## src/rtl/SramPortPkg.sv

```systemverilog
// Shared types and constants for the SRAM port scheduler.
// Latency: n/a (types only).
// Backpressure: n/a (types only).
package SramPortPkg;

   // Cycles from grant to response on the RAM read path.
   localparam int SRAM_RD_LAT = 3;

   // Field widths of the shared request/tracker records. Addresses are carried
   // at a fixed maximum width and narrowed at the port.
   localparam int SPS_AW_MAX = 16;
   localparam int SPS_DATA_W = 256;
   localparam int SPS_MASK_W = 32;
   localparam int SPS_ID_W   = 4;

   typedef enum logic [0:0] {
      SPS_INIT = 1'b0,
      SPS_RUN  = 1'b1
   } sps_state_t;

   typedef struct packed {
      logic                  we;
      logic [SPS_AW_MAX-1:0] addr;
      logic [SPS_DATA_W-1:0] data;
      logic [SPS_MASK_W-1:0] wm;
      logic [SPS_ID_W-1:0]   id;
   } sps_req_t;

   typedef struct packed {
      logic                valid;
      logic                src;
      logic [SPS_ID_W-1:0] id;
   } sps_trk_t;

endpackage

```

## src/rtl/sram_port_arb.sv

```systemverilog
// Two-way priority arbiter: A preferred, B forced after STARVE_LIMIT A-wins.
// Latency: grants are combinational from valids; only the starve count is registered.
// Backpressure: readies drop to 0 while not running; A stalls while B is forced.
module sram_port_arb
#(
   parameter int STARVE_LIMIT = 4
)(
   input  logic clk,
   input  logic rst_n,
   input  logic run,
   input  logic a_valid,
   input  logic b_valid,
   output logic a_ready,
   output logic b_ready,
   output logic grant_a,
   output logic grant_b
);

   localparam int CW = $clog2(STARVE_LIMIT + 1);

   logic [CW-1:0] starve_cnt;
   logic          force_b;

   assign force_b = (starve_cnt == CW'(STARVE_LIMIT));
   assign a_ready = run && !force_b;
   assign b_ready = run && (force_b || !a_valid);
   assign grant_a = a_ready && a_valid;
   assign grant_b = b_ready && b_valid;

   // Count A-wins over a waiting B; any B win or an idle B resets the count.
   always_ff @(posedge clk or negedge rst_n) begin
      if (!rst_n) begin
         starve_cnt <= '0;
      end else if (grant_b || !b_valid) begin
         starve_cnt <= '0;
      end else if (grant_a && !force_b) begin
         starve_cnt <= starve_cnt + CW'(1);
      end
   end

endmodule

```

## src/rtl/sram_port_sched.sv

```systemverilog
// Single-port SRAM scheduler: arbitrates A/B, zero-sweeps the array, tags reads.
// Latency: grant -> RAM pins +1 cycle, grant -> response +SRAM_RD_LAT cycles.
// Backpressure: readies low during the sweep; responses cannot be stalled.
module sram_port_sched
   import SramPortPkg::*;
#(
   parameter  int WORD_SIZE    = 256,
   parameter  int NUM_WORDS    = 512,
   parameter  int WRITE_SIZE   = 8,
   parameter  int ID_W         = 4,
   parameter  int STARVE_LIMIT = 4,
   localparam int AW           = $clog2(NUM_WORDS),
   localparam int MW           = WORD_SIZE / WRITE_SIZE
)(
   input  logic                 clk,
   input  logic                 rst_n,
   input  logic                 IN_reqA_valid,
   output logic                 OUT_reqA_ready,
   input  logic                 IN_reqA_we,
   input  logic [AW-1:0]        IN_reqA_addr,
   input  logic [WORD_SIZE-1:0] IN_reqA_data,
   input  logic [MW-1:0]        IN_reqA_wm,
   input  logic [ID_W-1:0]      IN_reqA_id,
   input  logic                 IN_reqB_valid,
   output logic                 OUT_reqB_ready,
   input  logic                 IN_reqB_we,
   input  logic [AW-1:0]        IN_reqB_addr,
   input  logic [WORD_SIZE-1:0] IN_reqB_data,
   input  logic [MW-1:0]        IN_reqB_wm,
   input  logic [ID_W-1:0]      IN_reqB_id,
   input  logic                 IN_init,
   output logic                 OUT_nce,
   output logic                 OUT_nwe,
   output logic [AW-1:0]        OUT_addr,
   output logic [WORD_SIZE-1:0] OUT_data,
   output logic [MW-1:0]        OUT_wm,
   input  logic [WORD_SIZE-1:0] IN_rdata,
   output logic                 OUT_resp_valid,
   output logic                 OUT_resp_src,
   output logic [ID_W-1:0]      OUT_resp_id,
   output logic [WORD_SIZE-1:0] OUT_resp_data,
   output logic                 OUT_initDone
);

   sps_state_t     state;
   logic [AW-1:0]  sweep_addr;
   logic           run;
   logic           grant_a;
   logic           grant_b;
   logic           any_grant;
   sps_req_t       sel_req;
   sps_trk_t       trk [SRAM_RD_LAT];

   logic                 nce_q;
   logic                 nwe_q;
   logic [AW-1:0]        addr_q;
   logic [WORD_SIZE-1:0] data_q;
   logic [MW-1:0]        wm_q;

   // Address bits above AW are zero-extension only.
   logic unused_sel_addr;
   assign unused_sel_addr = ^sel_req.addr;

   assign run       = (state == SPS_RUN);
   assign any_grant = grant_a || grant_b;

   sram_port_arb #(
      .STARVE_LIMIT (STARVE_LIMIT)
   ) u_arb (
      .clk     (clk),
      .rst_n   (rst_n),
      .run     (run),
      .a_valid (IN_reqA_valid),
      .b_valid (IN_reqB_valid),
      .a_ready (OUT_reqA_ready),
      .b_ready (OUT_reqB_ready),
      .grant_a (grant_a),
      .grant_b (grant_b)
   );

   // Route whichever requestor won into the common request record.
   always_comb begin
      sel_req = '0;
      if (grant_b) begin
         sel_req.we   = IN_reqB_we;
         sel_req.addr = SPS_AW_MAX'(IN_reqB_addr);
         sel_req.data = SPS_DATA_W'(IN_reqB_data);
         sel_req.wm   = SPS_MASK_W'(IN_reqB_wm);
         sel_req.id   = SPS_ID_W'(IN_reqB_id);
      end else begin
         sel_req.we   = IN_reqA_we;
         sel_req.addr = SPS_AW_MAX'(IN_reqA_addr);
         sel_req.data = SPS_DATA_W'(IN_reqA_data);
         sel_req.wm   = SPS_MASK_W'(IN_reqA_wm);
         sel_req.id   = SPS_ID_W'(IN_reqA_id);
      end
   end

   // INIT walks every address once, then RUN until an init pulse restarts it.
   always_ff @(posedge clk or negedge rst_n) begin
      if (!rst_n) begin
         state      <= SPS_INIT;
         sweep_addr <= '0;
      end else if (state == SPS_INIT) begin
         if (sweep_addr == AW'(NUM_WORDS - 1)) begin
            state      <= SPS_RUN;
            sweep_addr <= '0;
         end else begin
            sweep_addr <= sweep_addr + AW'(1);
         end
      end else if (IN_init) begin
         state      <= SPS_INIT;
         sweep_addr <= '0;
      end
   end

   // Register RAM controls: sweep write, granted access, or deselect with held fields.
   always_ff @(posedge clk or negedge rst_n) begin
      if (!rst_n) begin
         nce_q  <= 1'b1;
         nwe_q  <= 1'b1;
         addr_q <= '0;
         data_q <= '0;
         wm_q   <= '0;
      end else if (!run) begin
         nce_q  <= 1'b0;
         nwe_q  <= 1'b0;
         addr_q <= sweep_addr;
         data_q <= '0;
         wm_q   <= '1;
      end else if (any_grant) begin
         nce_q  <= 1'b0;
         nwe_q  <= !sel_req.we;
         addr_q <= AW'(sel_req.addr);
         data_q <= WORD_SIZE'(sel_req.data);
         wm_q   <= MW'(sel_req.wm);
      end else begin
         nce_q  <= 1'b1;
      end
   end

   // Shift read tags alongside the RAM pipeline; writes and sweep slots enter empty.
   always_ff @(posedge clk or negedge rst_n) begin
      if (!rst_n) begin
         for (int i = 0; i < SRAM_RD_LAT; i++) begin
            trk[i] <= '0;
         end
      end else begin
         trk[0].valid <= any_grant && !sel_req.we;
         trk[0].src   <= grant_b;
         trk[0].id    <= sel_req.id;
         for (int i = 1; i < SRAM_RD_LAT; i++) begin
            trk[i] <= trk[i-1];
         end
      end
   end

   assign OUT_nce        = nce_q;
   assign OUT_nwe        = nwe_q;
   assign OUT_addr       = addr_q;
   assign OUT_data       = data_q;
   assign OUT_wm         = wm_q;
   assign OUT_resp_valid = trk[SRAM_RD_LAT-1].valid;
   assign OUT_resp_src   = trk[SRAM_RD_LAT-1].src;
   assign OUT_resp_id    = ID_W'(trk[SRAM_RD_LAT-1].id);
   assign OUT_resp_data  = IN_rdata;
   assign OUT_initDone   = run;

endmodule

```

## config.mk

```make
export PLATFORM = sky130hd
export DESIGN_NAME = sram_port_sched
export DESIGN_NICKNAME = d
export VERILOG_FILES = /design/src/rtl/SramPortPkg.sv /design/src/rtl/sram_port_arb.sv /design/src/rtl/sram_port_sched.sv
export SDC_FILE = /design/constraint.sdc
export NUM_CORES = 1
export LEC_CHECK = 0
export BUFFER_PORTS_ARGS = -buffer_cell sky130_fd_sc_hd__clkbuf_2
export CAP_MARGIN = 20
export CORE_AREA = 2 2 551 553
export DETAILED_ROUTE_END_ITERATION = 8
export DIE_AREA = 0 0 553 555
export PLACE_DENSITY = 0.3
export SYNTH_ARGS = -nofsm -noshare
export SYNTH_HDL_FRONTEND = slang
export SYNTH_SLANG_ARGS = --single-unit
```

## constraint.sdc

```tcl
create_clock -name clk -period 2.4 [get_ports clk]
set_input_delay 0.48 -clock clk [delete_from_list [all_inputs] [get_ports clk]]
set_output_delay 0.48 -clock clk [all_outputs]
set_load 0.02 [all_outputs]
```

==> impl_results.md <==
* Status: finished, final reports clean
* Die Ht at around 560 um
* Power per cell area at 593 mW/mm2
* Slew HR at 0.503
* CTS sink cnt at between 300 and 400
* Routed via count at 17700
* Synth Instances at 1739
* First-pass detailed-route iteration total at 4
* Worst setup slack after placement at roughly 0.32 ns
* Latest clock arrival within the worst-skew pair at 0.72 ns
* Overflow after GRT at 0
* Post-DP HPWL at 136 mm
* Synth area leader: dfrtp_1
* First-pass GRT wire length at roughly 200 mm
* Data required, critical path at 2.98 ns
* Sequential share of the synthesized area at 0.456
* Number of flops mapped to enable cells by yosys at 0
* Fin crit share at 0.950
* # DRC at 0
* Startpoint types: flip-flop
* CTS tree: done
* Antenna-violating nets left at 0
* Vias in the first global route at 18600
* Warnings, synthesis at 0
* P_leak at around 0.013 uW
* Final min period at between 2 and 2.5 ns
* Largest net degree at the start of global routing at 86
* Cell Area, Synth at around 0.018 mm2
* Root buf cell: clkbuf_16
* Slew @ Worst Pin at between 0.7 and 0.8 ns
* Area Growth Syn to Fin at 66.6%
* Most common cell after layout, fill and taps aside: clkbuf_2
* F_max at around 0.44 GHz
* Routed Wire Length at 160 mm
* Setup_tns at 0 ns
* Pwr Total at 17900 uW
* Vias per cell at ~2.6
* VDD IR max at roughly 0.44 mV
* Core ar. at roughly 0.3 mm2
* CP Max Fanout at 5
* Syn Area/Cell at approximately 10 um2
* Most frequent cells in the layout: clkbuf_2, dfrtp_1, nor2_1, a211oi_1, mux2i_1
* Critical Path AT at between 2 and 3 ns
* Hold slack at around 0.098 ns
* Synth top area share at 0.453
* Final worst slack at ~0.12 ns
* Asr flop ratio synth at 1.00
* Post-Syn Nets at between 2000 and 3000
* CTS Buf Count at 50
* Max Clock Skew at 0.0543 ns
* Share of cells above drive strength 1 at 0.416
* Die area at 0.307 mm2
* H-tree levels at 2
* Synth area leaders: dfrtp_1, mux2i_1, buf_4, a211oi_1, nor2_1
* GRT Resource Usage Total at 0.100
* Worst min path class: primary input to flip-flop
* Gpl congestion at ~0.81
* Slowest Stage Delay on Critical Path at 0.56 ns
* Slew Limit Fails at 0
* PortBufs at a little over 900
* WS Path Type: flip-flop to flip-flop
* DR WL/cell at around 24 um
* Initial Util at 0.0601
* Seq cells post-synth at between 300 and 400
* Die W at 553 um
* CP Capture Type: flip-flop
* Cell Rows at 202
* Synth Flop Type: dfrtp_1
* Clk slew on worst S/H paths at about 0.060 ns
* Initial antenna violation count at 88
* Final hold vios at 0
* Clk buf depth at 3
* Drt initial violations at just under 700
* Number of I/O pins at about 1400
* Slowest cell on crit path: dlygate4sd3_1
* Max Cap Viol at 0
* Nets at around 3500
* RSZ-0062 raised after global routing: no
* Final setup violating endpoints at 0
* Synth cell types at 41
* Critical path, cell by cell: inv_1 -> ha_4 -> a21bo_4 -> buf_12 -> nand3_1 -> buf_6 -> mux2_2 -> dlygate4sd3_1
==> kinds of logic after synthesis <==
kind of cell	after synthesis	share of synthesized area
mux	263	0.146
simple gates	372	0.0852
flops	330	0.456
buf+inv	405	0.161
fa+ha+maj	4	0.00277
compound gates	365	0.149
==> cell usage after synthesis (7+ instances only) <==
library cell / count
a211oi_1: 287
a211oi_2: 9
buf_1: 7
buf_2: 38
buf_4: 294
buf_6: 32
clkbuf_1: 28
dfrtp_1: 328
mux2i_1: 258
nand2_1: 12
nor2_1: 302
nor2b_1: 41
o21ai_0: 39
o31ai_1: 8
==> layer usage <==
layer / global-route usage / vias up / wire length, um
li1: - / 7770 / -
met1: 0.114 / 8369 / 63300
met2: 0.145 / 1263 / 64800
met3: 0.0722 / 273 / 25600
met4: 0.0334 / 12 / 5550
met5: 0.00625 / - / 267
==> where the power goes <==
group | internal [uW] | leakage (uW) | total, uW | switching (uW)
registers | 5960 | 0.00433 | 6250 | 288
logic | 1560 | 0.00835 | 4170 | 2610
clock network | 4280 | 0.000759 | 7460 | 3180
total | 11800 | 0.0134 | 17900 | 6070
==> critical path, delay by kind of cell, from the launching register on <==
family / cells / cell delay [ns]
buffers and inverters: 4 / 0.93
flip-flops: 1 / 0.36
multiplexers: 1 / 0.34
AO/OA/AOI/OAI: 1 / 0.24
adder cells (fa/ha/maj): 1 / 0.19
AND/OR/NAND/NOR: 1 / 0.10
==> path summary, 6_finish.rpt <==
path	start	to	slack, ns	cells past startpoint
max	u_arb.starve_cnt[1]	trk[12]	0.12	8
max in group asynchronous	rst_n	trk[10]	1.19	3
min	IN_reqA_data[136]	OUT_data[136]	0.1	3
min in group asynchronous	rst_n	OUT_data[74]	0.43	2
min reg2reg	trk[8]	OUT_resp_id[2]	0.35	0
max reg2reg	u_arb.starve_cnt[1]	trk[12]	0.12	8
==> registers in the layout, summed over array words and instances, names as in the netlist <==
register and count:
OUT_data 256, OUT_wm 32, trk 12, OUT_addr 9, sweep_addr 9, OUT_resp_id 4, u_arb.starve_cnt 3, OUT_initDone 1
OUT_nce 1, OUT_nwe 1, OUT_resp_src 1, OUT_resp_valid 1
==> cell type report <==
class                           instances  area, um2
Clock buffer                           77       1420
Inverter                                5       26.3
Antenna cell                           14       35.0
Clock inverter                         15        161
Fill cell                           35100     271000
Sequential cell                       330       8260
Timing Repair Buffer                 1273       8300
Multi-Input combinational cell       1004       6970
Tap cell                             3978       4980
==> stage by stage <==
| step | utilization | cell area, um2 | instances |
|---|---|---|---|
| 6_report | 0.100 | 30200 | 6696 |
| 5_1_grt | 0.100 | 30100 | 6690 |
| 4_1_cts | 0.0996 | 30000 | 6676 |
| 3_5_place_dp | 0.0860 | 25900 | 6335 |
| 3_3_place_gp | 0.0860 | 25900 | 6335 |
| 2_1_floorplan | - | 18100 | 1739 |
==> repair_timing <==
item / in CTS / in global routing
cloned: 0 / 2
setup buffers: 1 / 4
gates resized for setup: 6 / 5
setup endpoints to repair: 2 / 11
hold buffers: 248 / 0
endpoints found under the hold margin: 238 / 0
pin swaps: 1 / 0
(Power assumes the default switching activity.)
